===== config.mk =====
export PLATFORM = sky130hd
export DESIGN_NAME = cpu_trace_uart_tx
export DESIGN_NICKNAME = d
export VERILOG_FILES = /design/src/rtl/cpu_trace_uart_tx.sv
export SDC_FILE = /design/constraint.sdc
export NUM_CORES = 1
export LEC_CHECK = 0
export ABC_AREA = 1
export CAP_MARGIN = 30
export CORE_MARGIN = 4
export CORE_UTILIZATION = 45
export CTS_CLUSTER_SIZE = 30
export DETAILED_ROUTE_END_ITERATION = 7
export GPL_TIMING_DRIVEN = 0
export PLACE_DENSITY = 0.68
export SETUP_SLACK_MARGIN = 0.15
export SLEW_MARGIN = 30
export SYNTH_ARGS = -nofsm -noshare
export SYNTH_HDL_FRONTEND = slang
export SYNTH_SLANG_ARGS = --single-unit

===== constraint.sdc =====
create_clock -name clock -period 3.7 [get_ports clock]
set_input_delay 0.555 -clock clock [delete_from_list [all_inputs] [get_ports clock]]
set_output_delay 0.555 -clock clock [all_outputs]
set_load 0.01 [all_outputs]

===== src/rtl/cpu_trace_uart_tx.sv =====
// Trace transmitter: captures {pc, r7} on r7 change or snapshot request and
// sends it as a 4-byte 8N1 UART frame, with a single pending-capture slot.
module cpu_trace_uart_tx #(
    parameter int unsigned CLKS_PER_BIT = 868,
    parameter logic [7:0]  SYNC_BYTE    = 8'hA5
) (
    input  logic        clock,
    input  logic        reset,
    input  logic [4:0]  pc_in,
    input  logic [15:0] r7_in,
    input  logic        snap_req,
    output logic        tx,
    output logic        busy,
    output logic        pending,
    output logic [7:0]  drop_count
);

    localparam int unsigned CW = (CLKS_PER_BIT > 1) ? $clog2(CLKS_PER_BIT) : 1;
    localparam logic [CW-1:0] LAST_CNT = CW'(CLKS_PER_BIT - 1);

    typedef enum logic [1:0] {S_IDLE, S_START, S_DATA, S_STOP} state_t;

    state_t        r_state, w_state_next;
    logic [CW-1:0] r_cnt, w_cnt_next;
    logic [2:0]    r_bit_idx, w_bit_next;
    logic [1:0]    r_byte_idx, w_byte_next;
    logic [20:0]   r_frame, w_frame_next;
    logic [20:0]   r_pbuf, w_pbuf_next;
    logic          r_pending, w_pending_next;
    logic [7:0]    r_drop, w_drop_next;
    logic [15:0]   r_r7_prev;
    logic          r_tx, w_tx_next;
    logic          r_busy;
    logic          w_event;
    logic          w_bit_end;
    logic [20:0]   w_cap;
    logic [7:0]    w_byte_next_val;

    function automatic logic [7:0] sel_byte(input logic [20:0] word, input logic [1:0] idx);
        case (idx)
            2'd0:    sel_byte = SYNC_BYTE;
            2'd1:    sel_byte = {3'b000, word[20:16]};
            2'd2:    sel_byte = word[15:8];
            default: sel_byte = word[7:0];
        endcase
    endfunction

    assign w_event   = (r7_in != r7_prev_w()) | snap_req;
    assign w_bit_end = (r_cnt == LAST_CNT);
    assign w_cap     = {pc_in, r7_in};

    function automatic logic [15:0] r7_prev_w();
        r7_prev_w = r_r7_prev;
    endfunction

    always_comb begin
        w_state_next   = r_state;
        w_cnt_next     = r_cnt;
        w_bit_next     = r_bit_idx;
        w_byte_next    = r_byte_idx;
        w_frame_next   = r_frame;
        w_pbuf_next    = r_pbuf;
        w_pending_next = r_pending;
        w_drop_next    = r_drop;

        if (r_state == S_IDLE) begin
            // Draining the slot frees it, so a same-edge event refills it without a drop.
            if (r_pending || w_event) begin
                w_state_next = S_START;
                w_cnt_next   = '0;
                w_byte_next  = 2'd0;
                w_bit_next   = 3'd0;
                if (r_pending) begin
                    w_frame_next   = r_pbuf;
                    w_pending_next = w_event;
                    if (w_event)
                        w_pbuf_next = w_cap;
                end else begin
                    w_frame_next = w_cap;
                end
            end
        end else begin
            if (w_event) begin
                w_pbuf_next    = w_cap;
                w_pending_next = 1'b1;
                if (r_pending && (r_drop != 8'hFF))
                    w_drop_next = r_drop + 8'd1;
            end
            if (w_bit_end) begin
                w_cnt_next = '0;
                case (r_state)
                    S_START: begin
                        w_state_next = S_DATA;
                        w_bit_next   = 3'd0;
                    end
                    S_DATA: begin
                        if (r_bit_idx == 3'd7)
                            w_state_next = S_STOP;
                        else
                            w_bit_next = r_bit_idx + 3'd1;
                    end
                    default: begin
                        if (r_byte_idx != 2'd3) begin
                            w_byte_next  = r_byte_idx + 2'd1;
                            w_state_next = S_START;
                        end else begin
                            w_state_next = S_IDLE;
                        end
                    end
                endcase
            end else begin
                w_cnt_next = r_cnt + 1'b1;
            end
        end
    end

    // Line level is computed from the next state so tx moves on the same edge as the FSM.
    always_comb begin
        w_byte_next_val = sel_byte(w_frame_next, w_byte_next);
        case (w_state_next)
            S_START: w_tx_next = 1'b0;
            S_DATA:  w_tx_next = w_byte_next_val[w_bit_next];
            default: w_tx_next = 1'b1;
        endcase
    end

    always_ff @(posedge clock or posedge reset) begin
        if (reset) begin
            r_state    <= S_IDLE;
            r_cnt      <= '0;
            r_bit_idx  <= '0;
            r_byte_idx <= '0;
            r_frame    <= '0;
            r_pbuf     <= '0;
            r_pending  <= 1'b0;
            r_drop     <= '0;
            r_r7_prev  <= '0;
            r_tx       <= 1'b1;
            r_busy     <= 1'b0;
        end else begin
            r_state    <= w_state_next;
            r_cnt      <= w_cnt_next;
            r_bit_idx  <= w_bit_next;
            r_byte_idx <= w_byte_next;
            r_frame    <= w_frame_next;
            r_pbuf     <= w_pbuf_next;
            r_pending  <= w_pending_next;
            r_drop     <= w_drop_next;
            r_r7_prev  <= r7_in;
            r_tx       <= w_tx_next;
            r_busy     <= (w_state_next != S_IDLE);
        end
    end

    assign tx         = r_tx;
    assign busy       = r_busy;
    assign pending    = r_pending;
    assign drop_count = r_drop;

endmodule


# Word-level counts from Yosys, hierarchy flattened
# Index checks and enable logic that the tools add are counted.
totals:
  ram_bits: 0
  output_inout_bits: 11
  rom_bits: 0
  mem_count: 0
  register_bits: 86
  latch_bits: 0
  inputBits: 24
classes:
  n_reduce_logical: 10
  n_bitwise: 2
  multipliers: 0
  n_shift: 0
  n_div: 0
  n_lt_le_gt_ge: 1
  mux: 34
  n_eq_ne: 13
  n_addsub: 4
op_table:
  columns: ["operator", "count"]
  rows:
  - ["$mux 21", 7]
  - ["$mux 10", 3]
  - ["$pmux 8 s3", 1]
  - ["$mux 2", 9]
  - ["$ne 16x16->1", 1]
  - ["$mux 3", 4]
  - ["$add 10x1->10 const B", 1]
  - ["$eq 10x10->1 const B", 1]
  - ["$add 8x1->8 const B", 1]
  - ["$ne 8x8->1 const B", 1]
  - ["$eq 2x1->1 const B", 3]
  - ["$eq 2x2->1 const B", 3]
  - ["$mux 1", 6]
  - ["$pmux 3 s2", 1]
  - ["$logic_not 2->1", 2]
  - ["$lt 3x4->1 const B", 1]
  - ["$ne 2x2->1 const B", 2]
  - ["$pmux 2 s2", 1]
  - ["$reduce_and 2->1", 2]
  - ["$reduce_bool 2->1", 2]
  - ["$add 3x1->3 const B", 1]
  - ["$bmux 1 s3", 1]
  - ["$eq 3x3->1 const B", 1]
  - ["$reduce_and 3->1", 1]
  - ["8 further kinds", 8]

# Depth between registers and ports, before layout
depth:
  word_depth: 10
  mapped_depth: 22
  depth_no_buf: 21

# Worst setup path after synthesis
# No wires, ideal clock.
synth_path:
  path_type: "input -> register"
  startpoint: "input r7_in[2]"
  endpoint: "register r_tx (netlist: tx)"
  t_arrival_ns: 1.971
  path_stages: 19
  n_path_buf: 0
  slack_ns: 1.653
  cell_sequence: "inv_1 nand2_1 nand2_1 nor2_1 nand2_1 nor2_2 nand4_4 nand2_4 nand2_4 nor2_4 nand2_1 nand2_1 nand2_1 nand3_1 nand2_1 nand2_1 nand2_1 nand2_1 nand2_1"
synth_via:
  elab_chain_len: 10
  elab_cells_between_ends: 21
  classes_between: "eq/ne: 5; mux: 13; bitwise: 1; reduce/logical: 2"
synth_rtl:
  columns: ["item", "line", "source"]
  rows:
  - ["start, declared", "10", "input logic [15:0] r7_in,"]
  - ["$ne 16x16->1", "48", "assign w_event = (r7_in != r7_prev_w()) | snap_req;"]
  - ["$or 1x1->1", "48", null]
  - ["$logic_or 1x1->1", "68", "if (r_pending || w_event) begin"]
  - ["$mux 2", "68", null]
  - ["$mux 2", "66", "if (r_state == S_IDLE) begin"]
  - ["$eq 2x2->1, or another cell as far along", "40", "case (idx)"]
  - ["$pmux 8 s3", "40", null]
  - ["$bmux 1 s3", "122", "S_DATA: w_tx_next = w_byte_next_val[w_bit_next];"]
  - ["$mux 1 (implied by the code)", "122", null]
  - ["$pmux 1 s2 (*)", "120", "case (w_state_next)"]
  - ["net w_tx_next", "32", "logic r_tx, w_tx_next;"]
  - ["end signal, assigned", "150", "r_tx <= w_tx_next;"]
  - ["end, declared", "32", null]
# Mark *: on every way through the listed nets, which the timed path passes. The rest lies on a longest branch. The select of a mux whose other input is x is not followed.
# A chain may end at the register's enable or synchronous reset.

# Final worst setup path
layout_path:
  startpoint: "input r7_in[15]"
  endpoint: "register r_tx (netlist: tx)"
layout_via:
  elab_cells_between_ends: 21
  classes_between: "eq/ne: 5; mux: 13; bitwise: 1; reduce/logical: 2"
layout_lines:
  columns: ["item", "line", "source"]
  rows:
  - ["$ne 16x16->1", "48", null]
  - ["$or 1x1->1", "48", null]
  - ["$logic_or 1x1->1", "68", null]
  - ["$mux 3", "68", null]
  - ["$mux 3", "66", null]
  - ["net w_bit_next[1]", "25", "logic [2:0] r_bit_idx, w_bit_next;"]
  - ["$bmux 1 s3", "122", null]
  - ["$mux 1 (implied by the code)", "122", null]
  - ["$pmux 1 s2", "120", null]
  - ["net w_tx_next", "32", null]
# The timed path passes the listed nets, and every way through them passes these cells. The select of a mux whose other input is x is not followed.

==> impl_metrics.toml <==
[status]
outcome = "completed"

[routing]
wl_per_cell_um = 12.59
viasPerCell = 4.817
top_layer_used = "met4"
route.met3.wl_um = 283
num_vias = 3651
drt-pass1-iter-count = 4
routed_wl_um = 9547
drt-initial-drc-count = 163
route.met2.wl_um = 4556
met1Wirelength_um = 4505
drc = 0
drtAntennaViolNets = 0

[clock_network]
cts_sinks = 86
ctsHtreeMaxLevel = 3
postCtsSetupBuffers = 0
cts_buffer_depth = 2
ctsResizeCount = 0
cts_buffers = 9
cts_tree = "yes"
root_buffer = "clkbuf_8"
clk_latency_ns = 0.36
hold_buffers = 0
clk_pin_slew_ns = 0.08

[sta]
tightest_slew_ns = 0.6837
clock_skew_ns = 0.01238
fin_hold_ws_ns = 0.4743
finalSetupViolations = 0
slew_viol_final = 0
relSlewSlack = 0.5442
tns_ns = 0
hold_viol = 0
timing.final.crit_period_ns = 2.712
setup_ws_ns = 0.9876
timing.fmax_mhz = 368.7
finalCritPeriodShare = 0.7331
grt_setup_unrepaired = "no"

[floorplanning]
num_io_pins = 35
fp.dieArea_um2 = 11750
start_util = 0.4640
die_h_um = 108.4
core_um2 = 9774
rows = 36
die_w_um = 108.4

[setup_path]
crit_type = "in2reg"
worst_ep_required_time_ns = 3.99
crit_chain = "clkdlybuf4s50_1 > inv_2 > a21oi_2 > nand2_1 > nor2_1 > nand2_1 > nor2_1 > nand2_1 > nor2_4 > inv_2 > o21ai_2 > a21boi_2 > inv_1 > nand3_1 > nand2_1 > nand2_1 > nand2_1 > nand2_1 > nand2_1"
worst_path_dominant_cell_family = "simple AND/OR/NAND/NOR gates"
startpoint_type = "input port"
crit_path_max_incr_delay_ns = 0.51
cp_max_fo = 8
critPathSlowestCell = "clkdlybuf4s50_1"
cpMostUsedCell = "nand2_1"
cp.arrival_ns = 3.01
cp-end-kind = "register"
cp_num_buf_inv = 4

[power_and_ir_drop]
switching_power_mw = 0.4672
p_clk_frac = 0.366
p_int_mw = 1.502
power.density_nw_per_um2 = 372.0
p_leak_nw = 2.614
pwr-share-comb = 0.111
vdd_drop_max_mv = 0.2029
sw_frac_of_total = 0.2373
seqPwrFrac = 0.523

[yosys]
synth-main-ff-cell = "dfrtp_1"
synth_edf_count = 0
syn-num-nets = 603
synthesis.area_um2 = 4536
synth_compound_area_frac = 0.1046
synth_area_per_cell_um2 = 7.902
muxShareOfSynthArea = 0.004690
synth_xor_area_frac = 0.02510
ys_ff_latch = 86
synth-async-reset-ratio = 1.000
syn_inst = 574
synth-simple-area-share = 0.2692
yosysSeqAreaShare = 0.4748
synthDistinctLibCells = 39
synth_top_family_by_area = "simple AND/OR/NAND/NOR gates"
synthAdderAreaFrac = 0.01379
yosys_warnings = 0

[final_layout]
fin_nets = 649
final_common_cell = "nand2_1"
design_area_um2 = 5293
fillers = 946
layout_common_cells = "nand2_1 (167), inv_1 (89), dfrtp_1 (85)"
area_growth_syn_to_layout_pct = 16.69
fin_util = 0.5415
layout-drive-gt1-share = 0.1024
antenna_cells = 0

[global_route]
grt_pass1_vias = 3474
antenna_found_initial = 0
grt_overflow_total = 0
grt_max_degree = 53
grt_pass1_wl_um = 16190
track_usage = 0.1753

[placement]
io_buffers = 34
dp_hpwl_um = 7242
place_ws_ns = 0.6383
postPlaceCellArea_um2 = 5075
gp_congestion = 0.8730

[flow_run]
max-cap-violations = 0

[hold_path]
hp-class = "reg2reg"
final cells by class:
type | instances | area [µm²] | share of cell area
Sequential cell | 86 | 2153 | 0.4069
Multi-Input combinational cell | 370 | 1893 | 0.3577
Inverter | 102 | 387.9 | 0.07329
Timing Repair Buffer | 35 | 367.9 | 0.06950
Tap cell | 133 | 166.4 | 0.03144
Clock buffer | 12 | 145.1 | 0.02742
Buffer | 16 | 106.4 | 0.02009
Clock inverter | 4 | 72.57 | 0.01371
final timing paths:
| check | cells past startpoint | start | slack [ns] | end |
|---|---|---|---|---|
| max | 19 | r7_in[15] | 0.99 | tx |
| min | 2 | r_frame[18] | 0.47 | r_frame[18] |
| max reg2reg | 14 | r_state[0] | 1.13 | tx |
| min reg2reg | 2 | r_frame[18] | 0.47 | r_frame[18] |
| max in group asynchronous | 3 | reset | 2.59 | drop_count[5] |
| min in group asynchronous | 2 | reset | 0.55 | r_pbuf[16] |
metal layers:
metal,vias up,GRT usage
met1,1712,0.2324
met4,0,0.06312
met2,47,0.2869
met3,14,0.03403
li1,1878,-
met5,-,0
flip-flops by register name, summed over array words and instances, names as in the netlist:
register    count
r_frame        21
r_pbuf         21
r_r7_prev      16
r_cnt          10
drop_count      8
r_bit_idx       3
r_byte_idx      2
r_state         2
busy            1
pending         1
tx              1
Yosys cell counts, types with 5 or more instances:
| master | count | area share |
|---|---|---|
| nand2_1 | 167 | 0.14 |
| inv_1 | 90 | 0.074 |
| dfrtp_1 | 85 | 0.47 |
| o21ai_0 | 50 | 0.055 |
| nor2_1 | 36 | 0.030 |
| nand3_1 | 25 | 0.028 |
| a21oi_1 | 11 | 0.012 |
| clkbuf_1 | 11 | 0.0091 |
| inv_2 | 11 | 0.0091 |
| nand4_1 | 8 | 0.011 |
| nand3b_1 | 7 | 0.012 |
| xor2_1 | 7 | 0.014 |
| xnor2_1 | 6 | 0.012 |
| ha_1 | 5 | 0.014 |
| nand2_4 | 5 | 0.012 |
| o21ai_2 | 5 | 0.0097 |
tightest hold or removal path: stages (launching register included):
cell     delay, ns
dfrtp_1       0.33
nand2_1       0.06
nand2_1       0.06
stage by stage:
| step | total power [mW] | cells |
|---|---|---|
| after CTS | 1.997 | 758 |
| after detailed placement | 1.273 | 742 |
| after global routing | 2.064 | 758 |
| final | 1.969 | 758 |
| after floorplan | 1.148 | 574 |
| after global placement | 1.260 | 741 |
power groups by stage:
stage | Combinational [mW] | Sequential, mW | Clock [mW]
floorplan | 0.0920 | 1.06 | 0
global placement | 0.214 | 1.05 | 0
detailed placement | 0.224 | 1.05 | 0
CTS | 0.224 | 1.03 | 0.742
global route | 0.245 | 1.04 | 0.780
finish | 0.218 | 1.03 | 0.720
cell families after synthesis:
| group | after synthesis |
|---|---|
| AO/OA/AOI/OAI | 82 |
| flip-flops | 86 |
| multiplexers | 2 |
| buffers and inverters | 118 |
| adder cells (fa/ha/maj) | 5 |
| AND/OR/NAND/NOR | 268 |
| XOR/XNOR | 13 |
Note: power is estimated with default switching activity, not from simulation.
==> variant, RTL diff (same flow settings) <==
`CLKS_PER_BIT`: 868 -> 434.
--- a/src/rtl/cpu_trace_uart_tx.sv
+++ b/src/rtl/cpu_trace_uart_tx.sv
@@ -2,5 +2,5 @@
 // sends it as a 4-byte 8N1 UART frame, with a single pending-capture slot.
 module cpu_trace_uart_tx #(
-    parameter int unsigned CLKS_PER_BIT = 868,
+    parameter int unsigned CLKS_PER_BIT = 434,
     parameter logic [7:0]  SYNC_BYTE    = 8'hA5
 ) (
Check against the original RTL: no difference found for any inputs over 10 cycles, from zero or initial values and one cycle with reset high; that may be too few to reach the edited logic, so the function may still have changed.
==> variant against the original RTL <==
- routed wire length decreased by 2.8%
- utilization rose by 0.48 points
- hold slack improved by 0.0059 ns
- die area down 4.2%
- design area fell by 4.2%
- register-to-register slack got worse by 0.25 ns
- total power down 2.3%
- synthesized area down 4.5%
- sequential cell count fell by 1
- setup slack got worse by 0.11 ns
==> variant: results (changes against the original RTL) <==
Commonest cells in the netlist: nand2_1 (163), dfrtp_1 (84), inv_1 (80)
Routed length on met3: 293 microns (+3.5%)
FILL cells: 888 (-6.1%)
Max incr delay on CP: 0.55 ns (+0.04 ns)
Detail Route met2 WL: 4460 microns (-2.2%)
Met3 usage: 0.0291 (-0.00489)
Mapped Nets: 572 (-5.1%)
Number of global-route vias before repair: 3589 (+3.3%)
Fmax: 0.354 GHz (-3.9%)
Final net count: 618 (-4.8%)
Max_slew headroom: 0.559 (+0.0147)
Cell variety after synth: 40 (+2.6%)
HPWL after DPL: 7000 microns (-3.4%)
M2 GR Usage: 0.299 (+0.0118)
DP Area: 4870 sq um (-4.1%)
Placement Setup Slack: 0.637 ns (-0.00166 ns)
Reg2Reg Setup Slack: 0.88 ns (-0.25 ns)
Worst-path clk slew: 0.09 ns
Dpl cells: 706 (-4.9%)
Post-Route M1 WL: 4410 microns (-2.1%)
Top delay family on crit path: buffers and inverters
First-pass GRT wire length: 16400 microns (+1.4%)
1st-iter DRT viols: 103 (-37%)
Worst vdd ir: 0.000271 V (+33%)
Largest net degree at the start of global routing: 54 (+1.9%)
P_leak: 2.47 nW (-5.4%)
Synth area leader: dfrtp_1
Seq/Total Area, Yosys: 0.491 (+0.0166)
R2R Path End: tx
Crit-path slowest cell: clkbuf_1
Crit path arrival time: 3.11 ns (+0.10 ns)
Crit Path Max Fanout: 10 (+2)
Total number of vias: 3508 (-3.9%)
DR WL/cell: 12.9 microns (+2.2%)
RR Startpoint: r_state[1]
Placer congestion estimate: 0.913 (+4.6%)
Final cell count without fillers: 721 (-4.9%)
Status: completed
Synthesized area per cell: 7.99 sq um (+1.1%)
Worst reg2reg path depth: 15 (+1)
GR Util All Layers: 0.180 (+0.00490)
Antenna diodes: 0 (unchanged)
Worst setup SP type: register
Hold Startpoint: r_frame[18]
Clock Skew: 0.0105 ns (-0.00187 ns)
Fin Hold WS: 0.480 ns (+0.00588 ns)
Share of cells above drive strength 1: 0.0777 (-0.0247)
Met1 Resource Use GR: 0.242 (+0.00944)
Largest cells by area after synthesis: dfrtp_1 (49%), nand2_1 (14%), inv_1 (6.9%), o21ai_0 (6.5%), nor2_1 (3.0%)
[variant: layout make-up]
type	instances	area [sq um]	share of cell area
flip-flops and latches	85	2130	0.420
well taps	129	161	0.0318
inverters	87	332	0.0654
clock buffers	11	131	0.0259
repair buffers	35	368	0.0725
multi-input cells	355	1800	0.354
plain buffers	15	81.3	0.0160
clock inverters	4	73.8	0.0146
[variant: kinds of logic (layout without fill, tap and decap cells)]
group | after synthesis | in the layout | share of synthesized area
adder cells (fa/ha/maj) | 6 | 6 | 0.0173
XOR/XNOR | 15 | 15 | 0.0303
AND/OR/NAND/NOR | 254 | 254 | 0.262
flip-flops | 85 | 85 | 0.491
AO/OA/AOI/OAI | 78 | 78 | 0.100
buffers and inverters | 102 | 152 | 0.0942
multiplexers | 2 | 2 | 0.00491
[variant: report_power, final]
group	total, mW	switching [mW]	internal, mW
logic	0.202	0.0940	0.108
clock network	0.702	0.324	0.377
registers	1.02	0.0437	0.975
